### src/rtl/flit_pkg.sv
// Shared flit definitions for the wormhole demux: type encodings, default widths
// and a helper that pulls the type field out of a packed flit.
package flit_pkg;

  localparam int TYPE_W = 2;
  localparam int DATA_W = 64;
  localparam int FLIT_W = TYPE_W + DATA_W;

  typedef enum logic [TYPE_W-1:0] {
    NONE = 2'b00,
    HEAD = 2'b01,
    TAIL = 2'b10,
    DATA = 2'b11
  } flit_type_e;

  function automatic flit_type_e flit_type(input logic [FLIT_W-1:0] flit);
    return flit_type_e'(flit[FLIT_W-1 -: TYPE_W]);
  endfunction

endpackage

### src/rtl/flit_fifo2.sv
// Two-entry valid/ready FIFO with 1-bit wrapping pointers and a separate 0..2 count.
// Full is taken from registered state only, so a pop never frees space for a push in the same cycle.
module flit_fifo2 #(
  parameter int W = 67
) (
  input  logic         clk,
  input  logic         rst,
  input  logic         push,
  input  logic [W-1:0] wdata,
  output logic         full,
  output logic         ovalid,
  output logic [W-1:0] odata,
  input  logic         oready
);

  logic [W-1:0] mem_q [2];
  logic         wr_ptr_q, wr_ptr_d;
  logic         rd_ptr_q, rd_ptr_d;
  logic [1:0]   count_q, count_d;
  logic         do_push, do_pop;

  always_comb begin
    ovalid   = (count_q != 2'd0);
    full     = (count_q == 2'd2);
    do_pop   = ovalid && oready;
    do_push  = push && !full;
    wr_ptr_d = wr_ptr_q ^ do_push;
    rd_ptr_d = rd_ptr_q ^ do_pop;
    count_d  = count_q + {1'b0, do_push} - {1'b0, do_pop};
    odata    = ovalid ? mem_q[rd_ptr_q] : '0;
  end

  // NOTE: state registers use non-blocking assignments so every flop samples pre-edge values.
  always_ff @(posedge clk) begin
    if (rst) begin
      wr_ptr_q <= 1'b0;
      rd_ptr_q <= 1'b0;
      count_q  <= 2'd0;
    end else begin
      wr_ptr_q <= wr_ptr_d;
      rd_ptr_q <= rd_ptr_d;
      count_q  <= count_d;
    end
  end

  // NOTE: storage is not reset; odata is gated by ovalid so stale entries are never visible.
  always_ff @(posedge clk) begin
    if (do_push) mem_q[wr_ptr_q] <= wdata;
  end

endmodule

### src/rtl/flit_demux.sv
// 1-to-2 wormhole demultiplexer: HEAD flits pick an output and lock their virtual channel
// to it until TAIL; each output is buffered by a 2-entry FIFO with valid/ready backpressure.
module flit_demux #(
  parameter int DATA_W  = flit_pkg::DATA_W,
  parameter int TYPE_W  = flit_pkg::TYPE_W,
  parameter int VCH_W   = 1,
  parameter int DST_BIT = 0,
  parameter int CNT_W   = 16
) (
  input  logic                     clk,
  input  logic                     rst,
  input  logic [TYPE_W+DATA_W-1:0] idata,
  input  logic                     ivalid,
  input  logic [VCH_W-1:0]         ivch,
  output logic                     iready,
  output logic [TYPE_W+DATA_W-1:0] odata_0,
  output logic [TYPE_W+DATA_W-1:0] odata_1,
  output logic                     ovalid_0,
  output logic                     ovalid_1,
  output logic [VCH_W-1:0]         ovch_0,
  output logic [VCH_W-1:0]         ovch_1,
  input  logic                     oready_0,
  input  logic                     oready_1,
  output logic                     err,
  output logic [CNT_W-1:0]         fcnt_0,
  output logic [CNT_W-1:0]         fcnt_1
);

  import flit_pkg::*;

  localparam int NUM_VCH = 2 ** VCH_W;
  localparam int FLT_W   = TYPE_W + DATA_W;
  localparam int ENT_W   = FLT_W + VCH_W;

  logic [NUM_VCH-1:0] lock_q, lock_d;
  logic [NUM_VCH-1:0] port_q, port_d;
  logic               err_q, err_d;
  logic [CNT_W-1:0]   fcnt_0_q, fcnt_0_d;
  logic [CNT_W-1:0]   fcnt_1_q, fcnt_1_d;

  flit_type_e         ftype;
  logic               target, enq, viol, accept;
  logic               push_0, push_1;
  logic               full_0, full_1;
  logic [ENT_W-1:0]   ent_0, ent_1;

  flit_fifo2 #(.W(ENT_W)) u_fifo_0 (
    .clk    (clk),
    .rst    (rst),
    .push   (push_0),
    .wdata  ({idata, ivch}),
    .full   (full_0),
    .ovalid (ovalid_0),
    .odata  (ent_0),
    .oready (oready_0)
  );

  flit_fifo2 #(.W(ENT_W)) u_fifo_1 (
    .clk    (clk),
    .rst    (rst),
    .push   (push_1),
    .wdata  ({idata, ivch}),
    .full   (full_1),
    .ovalid (ovalid_1),
    .odata  (ent_1),
    .oready (oready_1)
  );

  assign odata_0 = ent_0[ENT_W-1 -: FLT_W];
  assign ovch_0  = ent_0[VCH_W-1:0];
  assign odata_1 = ent_1[ENT_W-1 -: FLT_W];
  assign ovch_1  = ent_1[VCH_W-1:0];
  assign err     = err_q;
  assign fcnt_0  = fcnt_0_q;
  assign fcnt_1  = fcnt_1_q;

  // NOTE: every signal written here gets a default first, so no latch can be inferred.
  always_comb begin
    ftype  = flit_type(idata);
    target = port_q[ivch];
    enq    = 1'b0;
    viol   = 1'b0;
    case (ftype)
      HEAD: begin
        if (lock_q[ivch]) viol = 1'b1;
        else begin
          target = idata[DST_BIT];
          enq    = 1'b1;
        end
      end
      DATA, TAIL: begin
        if (lock_q[ivch]) enq  = 1'b1;
        else              viol = 1'b1;
      end
      default: ;
    endcase

    // Dropped flits are always consumed; only a real enqueue waits on FIFO space.
    iready = !(enq && (target ? full_1 : full_0));
    accept = ivalid && iready;
    push_0 = accept && enq && !target;
    push_1 = accept && enq && target;

    lock_d = lock_q;
    port_d = port_q;
    if (accept && enq) begin
      if (ftype == HEAD) begin
        lock_d[ivch] = 1'b1;
        port_d[ivch] = target;
      end else if (ftype == TAIL) begin
        lock_d[ivch] = 1'b0;
      end
    end

    err_d    = accept && viol;
    fcnt_0_d = (ovalid_0 && oready_0 && !(&fcnt_0_q)) ? fcnt_0_q + CNT_W'(1) : fcnt_0_q;
    fcnt_1_d = (ovalid_1 && oready_1 && !(&fcnt_1_q)) ? fcnt_1_q + CNT_W'(1) : fcnt_1_q;
  end

  always_ff @(posedge clk) begin
    if (rst) begin
      lock_q   <= '0;
      port_q   <= '0;
      err_q    <= 1'b0;
      fcnt_0_q <= '0;
      fcnt_1_q <= '0;
    end else begin
      lock_q   <= lock_d;
      port_q   <= port_d;
      err_q    <= err_d;
      fcnt_0_q <= fcnt_0_d;
      fcnt_1_q <= fcnt_1_d;
    end
  end

endmodule

### config.mk
export PLATFORM = sky130hd
export DESIGN_NAME = flit_demux
export DESIGN_NICKNAME = d
export VERILOG_FILES = /design/src/rtl/flit_pkg.sv /design/src/rtl/flit_fifo2.sv /design/src/rtl/flit_demux.sv
export SDC_FILE = /design/constraint.sdc
export NUM_CORES = 1
export LEC_CHECK = 0
export CELL_PAD_IN_SITES_DETAIL_PLACEMENT = 0
export CELL_PAD_IN_SITES_GLOBAL_PLACEMENT = 1
export CORE_UTILIZATION = 43
export CTS_CLUSTER_DIAMETER = 50
export CTS_CLUSTER_SIZE = 24
export DETAILED_ROUTE_END_ITERATION = 12
export PLACE_DENSITY_LB_ADDON = 0.2
export SYNTH_ARGS = -nofsm -noshare
export SYNTH_HDL_FRONTEND = slang
export SYNTH_HIERARCHICAL = 1
export SYNTH_SLANG_ARGS = --single-unit
### constraint.sdc
create_clock -name clk -period 9.5 [get_ports clk]
set_input_delay 2.375 -clock clk [delete_from_list [all_inputs] [get_ports clk]]
set_output_delay 2.375 -clock clk [all_outputs]
set_load 0.02 [all_outputs]
==> key figures <==
Outcome
  – Status: finished clean

Cells and area
  – Share of post-route cells with drive strength above 1: 0.0811
  – Post-route insts no fill: 1495
  – Highest-count cells in the layout ignoring fill and taps: edfxtp_1, clkdlybuf4s50_1, nor2_1, mux2i_1, dfxtp_1
  – Layout Nets: approximately 1200
  – Synthesis-to-layout area growth: 29.8%
  – Fin area: approximately 16000 µm²
  – Post-layout utilization of the core: 0.570
  – Commonest non-fill, non-tap cell in the layout: edfxtp_1

Place
  – Number of placed cells counting well taps: ~1400
  – Port Buffers: approximately 240
  – Final RePlAce weighted congestion: about 0.81
  – HPWL reported at the end of detailed placement: around 17000 µm
  – Worst-case setup slack after placement: about 2.6 ns
  – Placed standard-cell area: between 15000 and 20000 µm²

Clock network
  – CTS resizes: 0
  – Deepest level of the CTS H-tree: 1
  – Number of buffers inserted for hold repair after clock tree synthesis: 0
  – Clock buffers created by TritonCTS: 31
  – Count of clock tree sinks: ~310
  – Clock Latency Late Sink: roughly 0.55 ns
  – Clock tree from TritonCTS: done
  – Number of setup buffers added after CTS: 0
  – Buffer type at the clock tree root: clkbuf_16
  – Clk slew on worst S/H paths: ~0.07 ns
  – Max Root-Sink Buffers: 3

Global routing
  – Total global routing track utilization: 0.181
  – First-pass GRT wire length: approximately 42000 µm
  – Total gr overflow: 0
  – Initial antenna violation count: 1
  – Vias in the first global route: ~7500
  – Pin count of the biggest net entering global routing: slightly below 70

Synthesis
  – Flop and latch count out of synthesis: around 310
  – Post-synthesis area per instance: around 15 µm²
  – Sequential fraction of the synthesis area: 0.707
  – Cell area after synthesis: 12700 µm²
  – Most common flop cell mapped by yosys: edfxtp_1
  – Cell count after synthesis: 843
  – Leading post-synthesis cells by cell area: edfxtp_1, mux2i_1, dfxtp_1
  – Async SR Flop Fraction: 0
  – Number of warnings issued by yosys: 6
  – Number of synthesized flops with an enable pin: between 200 and 300
  – Synthesized net count: roughly 930
  – Number of distinct library cells after synthesis: 50
  – Area share of the leading cell type in the synthesized netlist: 0.635
  – Dominant cell type by area after synthesis: edfxtp_1

Timing
  – Fmax: approximately 150 MHz
  – Share of the clock period used by the worst path after layout: 0.723
  – Worst hold slack after final layout: 0.496 ns
  – Clock period minus worst slack: between 6 and 7 ns
  – Relative slew slack: 0.250
  – Minimum setup slack in the final design: 2.63 ns
  – Max Clock Skew: 0.0172 ns
  – Final count of hold timing violations: 0
  – Worst-Margin Slew: about 1.1 ns
  – Total negative setup slack: 0 ns
  – Final Slew Violations: 0
  – Count of final setup violators: 0
  – RSZ-0062 raised after global routing: no

Power and ir drop
  – Fraction of power consumed by sequential logic: 0.372
  – Total power draw: ~4.3 mW
  – Net switching fraction of the power: 0.344
  – Leakage component of the power: roughly 5.3 nW
  – Cell Int Power: about 2.9 mW
  – Peak ir drop on the vdd network: approximately 150 µV
  – Power per unit of standard cell area: about 260 nW/µm²
  – Portion of total power attributed to the clock network: 0.281
  – Combinational fraction of design power: 0.347
  – Power dissipated by switching net loads: ~1.5 mW

Route
  – Router iterations before antenna repair: 4
  – Antenna viol nets, final: 0
  – Avg WL per Cell: ~18 µm
  – Number of DRC violations after detailed-routing iteration 0: between 300 and 400
  – Vias per Instance: ~5
  – DRT Wirelength: 27400 µm
  – DRC violations left: 0
  – Vias: between 7000 and 8000

Min path
  – Min-delay worst type: reg2reg

Die
  – Die W: roughly 170 µm
  – Core Footprint: around 29000 µm²
  – Total number of placement rows: 62
  – Starting density of the core: 0.439
  – IO Count: around 240
  – Die Y: 174 µm
  – Total Die Area: approximately 30000 µm²

Setup path
  – Gate family responsible for the most delay along the worst path: buffers and inverters
  – Endpoint of the most critical register-to-register path: u_fifo_0/mem_q[0][19]
  – Worst path bufs/invs: 2
  – Most frequent cell on the critical path: clkdlybuf4s50_1
  – Crit path depth: 6
  – Register-to-register setup slack: 6.45 ns
  – Crit path largest cell delay: between 0.7 and 0.8 ns
  – Data arrival time of the critical path: 4.50 ns
  – Element type at the critical path start: input port
  – Type of element capturing the critical path: output port
  – Worst setup path start: ivch
  – Required time at the endpoint of the critical path: 7.13 ns
  – Capture point of the worst path: iready
  – Crit Path Class: in2out
  – Cell with the largest stage delay on the worst path: clkdlybuf4s50_1
  – Worst-path fanout max: 11
  – Path depth of the worst reg2reg path: 7
  – Cell chain of the critical path: clkdlybuf4s50_1 > mux2_2 > o211ai_2 > nand3_2 > nand2_1 > clkdlybuf4s50_1

Run
  – Number of max-cap violations: 0
-- worst register-to-register path, stage by stage, from the launching register on --
cell and delay [ns]:
dfxtp_1 0.33, mux2i_1 0.29, nand2_1 0.11, mux2_2 0.32, nor3_1 0.20, and2_1 0.26, ha_4 0.54, buf_4 0.60
-- how the worst min path moves through the flow --
stage / from / slack [ns] / endpoint / depth (start not counted)
floorplan: port_q[1] / 0.45 / port_q[1] / 2
global placement: port_q[0] / 0.48 / port_q[0] / 2
detailed placement: port_q[0] / 0.48 / port_q[0] / 2
CTS: port_q[0] / 0.49 / port_q[0] / 2
global route: register / 0.52 / register / 2
finish: port_q[1] / 0.50 / port_q[1] / 2
-- final cells by class --
class	count	area, µm²
flip-flops and latches	313	8960
multi-input cells	476	3410
clock buffers	32	801
inverters	16	60.1
repair buffers	248	2460
clock inverters	25	264
fillers	2383	12400
well taps	384	480
diodes	1	2.50
-- power by group through the flow --
| stage | combinational, mW | clock [mW] | sequential [mW] |
|---|---|---|---|
| after floorplan | 0.902 | 0 | 1.59 |
| after global placement | 1.53 | 0 | 1.65 |
| after detailed placement | 1.53 | 0 | 1.65 |
| after CTS | 1.53 | 1.26 | 1.62 |
| after global routing | 1.60 | 1.31 | 1.62 |
| final | 1.51 | 1.22 | 1.61 |
-- sequential cells by signal (all words and copies together), names as in the netlist, 2 cells and up, named ones only --
register and count:
fcnt_0 16, fcnt_1 16, port_q 2, u_fifo_0/count_q 2
u_fifo_0/mem_q 134, u_fifo_1/count_q 2, u_fifo_1/mem_q 134
-- cell usage after synthesis (2+ instances only) --
master,count
mux2_2,6
nand3_1,8
nor3b_1,3
a21oi_1,3
nand2b_1,6
clkbuf_1,12
or3_1,2
and3_1,3
nor2b_1,7
buf_4,14
nor2_2,2
nor4_1,4
and4_1,4
a211o_1,2
o211ai_1,6
nor3_1,12
buf_6,3
and2_1,4
buf_12,4
dfxtp_1,45
a41oi_1,2
ha_1,13
o31ai_1,3
o2111ai_1,2
nand2_1,15
buf_2,3
xnor2_1,12
nor4_4,2
nand4_1,4
xnor3_1,2
edfxtp_1,268
xor2_1,14
buf_8,2
o21ai_0,8
o21a_1,2
nor2_1,174
mux2i_1,139
inv_1,16
-- routing by layer --
| layer | share of wire | track usage | vias to the layer above |
|---|---|---|---|
| met5 | 0 | 0 | - |
| met3 | 0.055 | 0.0373 | 36 |
| li1 | - | - | 3574 |
| met4 | 0.020 | 0.0468 | 0 |
| met2 | 0.49 | 0.316 | 182 |
| met1 | 0.43 | 0.229 | 3598 |
-- cell families (layout without fill, tap and decap cells) --
kind of cell               Yosys count  in the layout  synth area share
AOI/OAI and AO/OA                   33             33            0.0201
xor gates and xnor gates            28             28            0.0215
adders and majority gates           13             13            0.0128
buffers and inverters               54            321            0.0291
DFF                                313            313             0.707
muxes                              145            145             0.115
other                                0              1                 0
and+or+nand+nor                    257            257            0.0946
No activity file was read; power rests on OpenSTA's default activity.
==> variant 1, RTL diff (same flow settings) <==
Reset style: asynchronous (`rst`), changed in 2 clocked blocks.
--- a/src/rtl/flit_fifo2.sv
+++ b/src/rtl/flit_fifo2.sv
@@ -32,5 +32,5 @@
 
   // NOTE: state registers use non-blocking assignments so every flop samples pre-edge values.
-  always_ff @(posedge clk) begin
+  always_ff @(posedge clk or posedge rst) begin
     if (rst) begin
       wr_ptr_q <= 1'b0;
--- a/src/rtl/flit_demux.sv
+++ b/src/rtl/flit_demux.sv
@@ -118,5 +118,5 @@
   end
 
-  always_ff @(posedge clk) begin
+  always_ff @(posedge clk or posedge rst) begin
     if (rst) begin
       lock_q   <= '0;
Behaviour: differs if rst is asserted again (counterexample within 4 cycles, from zero or initial values and one cycle with rst high); with rst held inactive, the same outputs for 4 cycles.
==> variant 1 against the original RTL <==
Global-route usage fell by 0.11 points; worst setup slack got worse by 100 ps; first-iteration DRC count down 17%; register-to-register slack hardly changed; count of clock-buffer cells in the layout up 8; combinational power is 21% higher; total power grew 14%; design area grew 0.21%; synthesized area fell by 0.83%; wire length shrank 1.9%; sequential cell count is the same.
==> variant 1: results (changes against the original RTL) <==
[yosys]
synthArstFlopShare_pct = 14.38  ; +14 points
synth_cell_types = 43  ; -14%
syn_area_per_cell_um2 = 15.92  ; +6.0%
ys_top_cells_by_count = 268 x edfxtp_1, 143 x nor2_1, 135 x mux2i_1, 45 x dfrtp_1, 26 x xnor2_1
synth.area.top_cells = edfxtp_1 64%, mux2i_1 11%, dfrtp_1 9.0%
synth-seq-area-share_pct = 73.04  ; +2.4 points

[run_status]
outcome = completed

[global_routing]
grt_util_all_layers_pct = 17.96  ; -0.11 points
grt_pass1_wl_um = 40910  ; -3.5%
grt_pass1_vias = 7055  ; -6.2%

[setup_path]
max_stage_delay_ps = 780  ; +70 ps
cp.arrival_ps = 4600  ; +100 ps

[power_and_ir_drop]
power.internal_mw = 3.251  ; +14%
vdd_drop_max_mv = 0.1526  ; +3.1%

[clocking]
cts_buffers = 34  ; +9.7%
h-tree-depth = 2  ; +1

[route]
drtIter0Drc = 282  ; -17%
viasPerCell = 4.893  ; -1.0%

[cells_and_area]
fillers = 2335  ; -2.0%
drive_gt1_share_pct = 8.451  ; +0.34 points
nets = 1125  ; -3.9%

[placed_design]
gp_congestion = 0.7763  ; -4.6%
place_worst_setup_slack_ps = 2518  ; -91.76 ps
placed_area_um2 = 15290  ; -0.51%
place_hpwl_um = 16140  ; -3.6%

[sta]
max_slew.worst_pin.slew_ps = 1115  ; -9.532 ps

## variant 1: cell count changes after synthesis, moves of 7 or more
cell      unedited run  this run
clkbuf_1            12         4
dfrtp_1              0        45
dfxtp_1             45         0
nand4_1              4        15
nor2_1             174       143
nor2b_1              7         0
nor3_1              12         5
xnor2_1             12        26
## variant 1: layer usage
layer / part of all wire, % / global-route usage, % / up-vias
met5: 0 / 0 / -
met1: 44 / 23.63 / 3498
met3: 5.5 / 4.112 / 32
met2: 48 / 29.91 / 186
li1: - / - / 3379
met4: 1.9 / 5.052 / 0
## variant 1: area by class of cell
cell class | instances | area, µm² | area share, %
sequential | 313 | 9181 | 55.75
clock buffer | 40 | 958.4 | 5.819
timing repair buffer | 248 | 2465 | 14.97
inverter | 21 | 78.83 | 0.4786
multi-input combinational | 422 | 3084 | 18.73
clock inverter | 21 | 219.0 | 1.329
antenna | 1 | 2.502 | 0.01519
tap | 384 | 480.5 | 2.917
## variant 1: path summary, 6_finish.rpt
kind	slack (ps)	to	start
setup / recovery	2520	iready	ivch
hold / removal	490	port_q[0]$_DFFE_PP0P_	port_q[0]$_DFFE_PP0P_
setup reg to reg	6440	u_fifo_0/mem_q[0][56]$_DFFE_PP_	flop
hold reg to reg	490	port_q[0]$_DFFE_PP0P_	port_q[0]$_DFFE_PP0P_
max in group asynchronous	6790	err$_DFF_PP0_	rst
min in group asynchronous	2130	u_fifo_0/count_q[0]$_DFF_PP0_	rst
## variant 1: power by group through the flow
stage	Clock [mW]	Sequential [mW]	Combinational, mW
after floorplan	0	1.71	1.12
after global placement	0	1.78	1.86
after detailed placement	0	1.78	1.86
after CTS	1.38	1.75	1.87
after global routing	1.43	1.76	1.95
final	1.36	1.75	1.83
## variant 1: cells by family (layout without fill, tap and decap cells)
group                      count (synthesis)  count (layout)  share of synthesized area [%]
buffers and inverters                     54             330                          2.879
muxes                                    145             145                          11.75
adders and majority gates                 13              13                          1.295
DFF                                      313             313                          73.04
other                                      0               1                              0
xor gates and xnor gates                  35              35                          2.441
and+or+nand+nor                          219             219                          7.999
AOI/OAI and AO/OA                         10              10                         0.5978
==> variant 2, RTL diff (same flow settings) <==
Made on the original files. The package constant `DATA_W` goes from 64 to 96.
--- a/src/rtl/flit_pkg.sv
+++ b/src/rtl/flit_pkg.sv
@@ -4,5 +4,5 @@
 
   localparam int TYPE_W = 2;
-  localparam int DATA_W = 64;
+  localparam int DATA_W = 96;
   localparam int FLIT_W = TYPE_W + DATA_W;
 
Interface: changed (resized idata, odata_0 and odata_1); port bits go from 242 to 338. No check against the original RTL was run, so the function may have changed too.
==> variant 2 against the original RTL <==
Sequential share of layout area is 1.8 points higher; register-to-register slack worse by 410 ps; worst setup slack worse by 50 ps; total power increased by 43%; synthesized cell count rose by 32%; synthesized area rose by 39%; first-iteration DRC count rose by 19%; sequential cell count rose by 128; critical path depth unchanged; wire length grew 47%; global-route usage increased by 1.1 points; design area rose by 38%; largest power group unchanged.
==> variant 2: results (changes against the original RTL) <==
[clocking]
h-tree-depth = 2  ; +1
cts_buffers = 42  ; +35%

[route]
viasPerCell = 4.992  ; +0.98%
wl_per_cell_um = 20.07  ; +9.6%
drtIter0Drc = 401  ; +19%

[global_routing]
met1_usage_pct = 25.24  ; +2.4 points
met3_usage_pct = 4.502  ; +0.77 points
grt_max_degree = 65  ; -4.4%
grt_pass1_vias = 10230  ; +36%
met2_usage_pct = 32.43  ; +0.87 points
grt_util_all_layers_pct = 19.20  ; +1.1 points
antenna_found_initial = 2  ; +1

[sta]
clock.fmax_mhz = 144.5  ; -0.72%
max_slew.worst_pin.slew_ps = 1091  ; -33.29 ps

[setup_path]
max_stage_delay_ps = 750  ; +40 ps
r2r-end = u_fifo_0/mem_q[1][66]$_DFFE_PP_
cp.arrival_ps = 4550  ; +50 ps

[yosys]
synth.mux.area_fraction_pct = 11.91  ; +0.39 points
synth.area.top_cells = edfxtp_1 67%, mux2i_1 12%, dfxtp_1 5.1%
synth-edff-count = 396  ; +48%
synthAdderAreaFrac_pct = 0.9225  ; -0.36 points
synth-seq-area-share_pct = 72.55  ; +1.9 points
synth_xor_area_share_pct = 1.547  ; -0.61 points
synth_compound_area_share_pct = 1.441  ; -0.56 points

[placed_design]
place_worst_setup_slack_ps = 2592  ; -17.74 ps
place_hpwl_um = 25280  ; +51%
io_buffers = 337  ; +40%
placed_cells = 1935  ; +35%

[run_status]
outcome = completed

[cells_and_area]
drive_gt1_share_pct = 7.532  ; -0.58 points
fillers = 3252  ; +36%
final_util_pct = 56.74  ; -0.22 points
nets = 1571  ; +34%

[power_and_ir_drop]
p_switching_mw = 2.116  ; +42%
vdd_drop_max_mv = 0.1714  ; +16%
pg_comb_mw = 2.20  ; +46%
power.leakage_nw = 7.274  ; +37%

[worst_hold_path]
min-delay-start = port_q[0]$_SDFFE_PP0P_
min_to = port_q[0]$_SDFFE_PP0P_

==> variant 2: cell types whose count changed in the layout (fill, tap and decap cells not counted), moves of 2 or more <==
cell / delta
clkinv_8: -2
bufinv_16: +3
inv_2: +2
nor2_1: +64
mux2i_1: +64
edfxtp_1: +128
buf_4: +5
clkbuf_16: +13
clkdlybuf4s50_1: +96
clkinv_1: +5
inv_1: -2
==> variant 2: final cells by class <==
type                            count  share of cell area [%]
Sequential cell                   441                   56.26
Clock buffer                       45                   4.950
Multi-Input combinational cell    604                   18.85
Tap cell                          525                   2.887
Inverter                           16                  0.2640
Timing Repair Buffer              349                   15.22
Clock inverter                     32                   1.567
==> variant 2: layer usage <==
layer	vias to the layer above	share of wire, %
met5	-	0.067
met4	4	1.6
met3	48	6.2
met2	277	49
met1	4944	43
li1	4770	-
==> variant 2: worst max-delay path: cells and delay by family <==
family | cells | cell delay, ps
AO/OA/AOI/OAI | 1 | 280
buffers and inverters | 2 | 1280
multiplexers | 1 | 430
AND/OR/NAND/NOR | 2 | 170
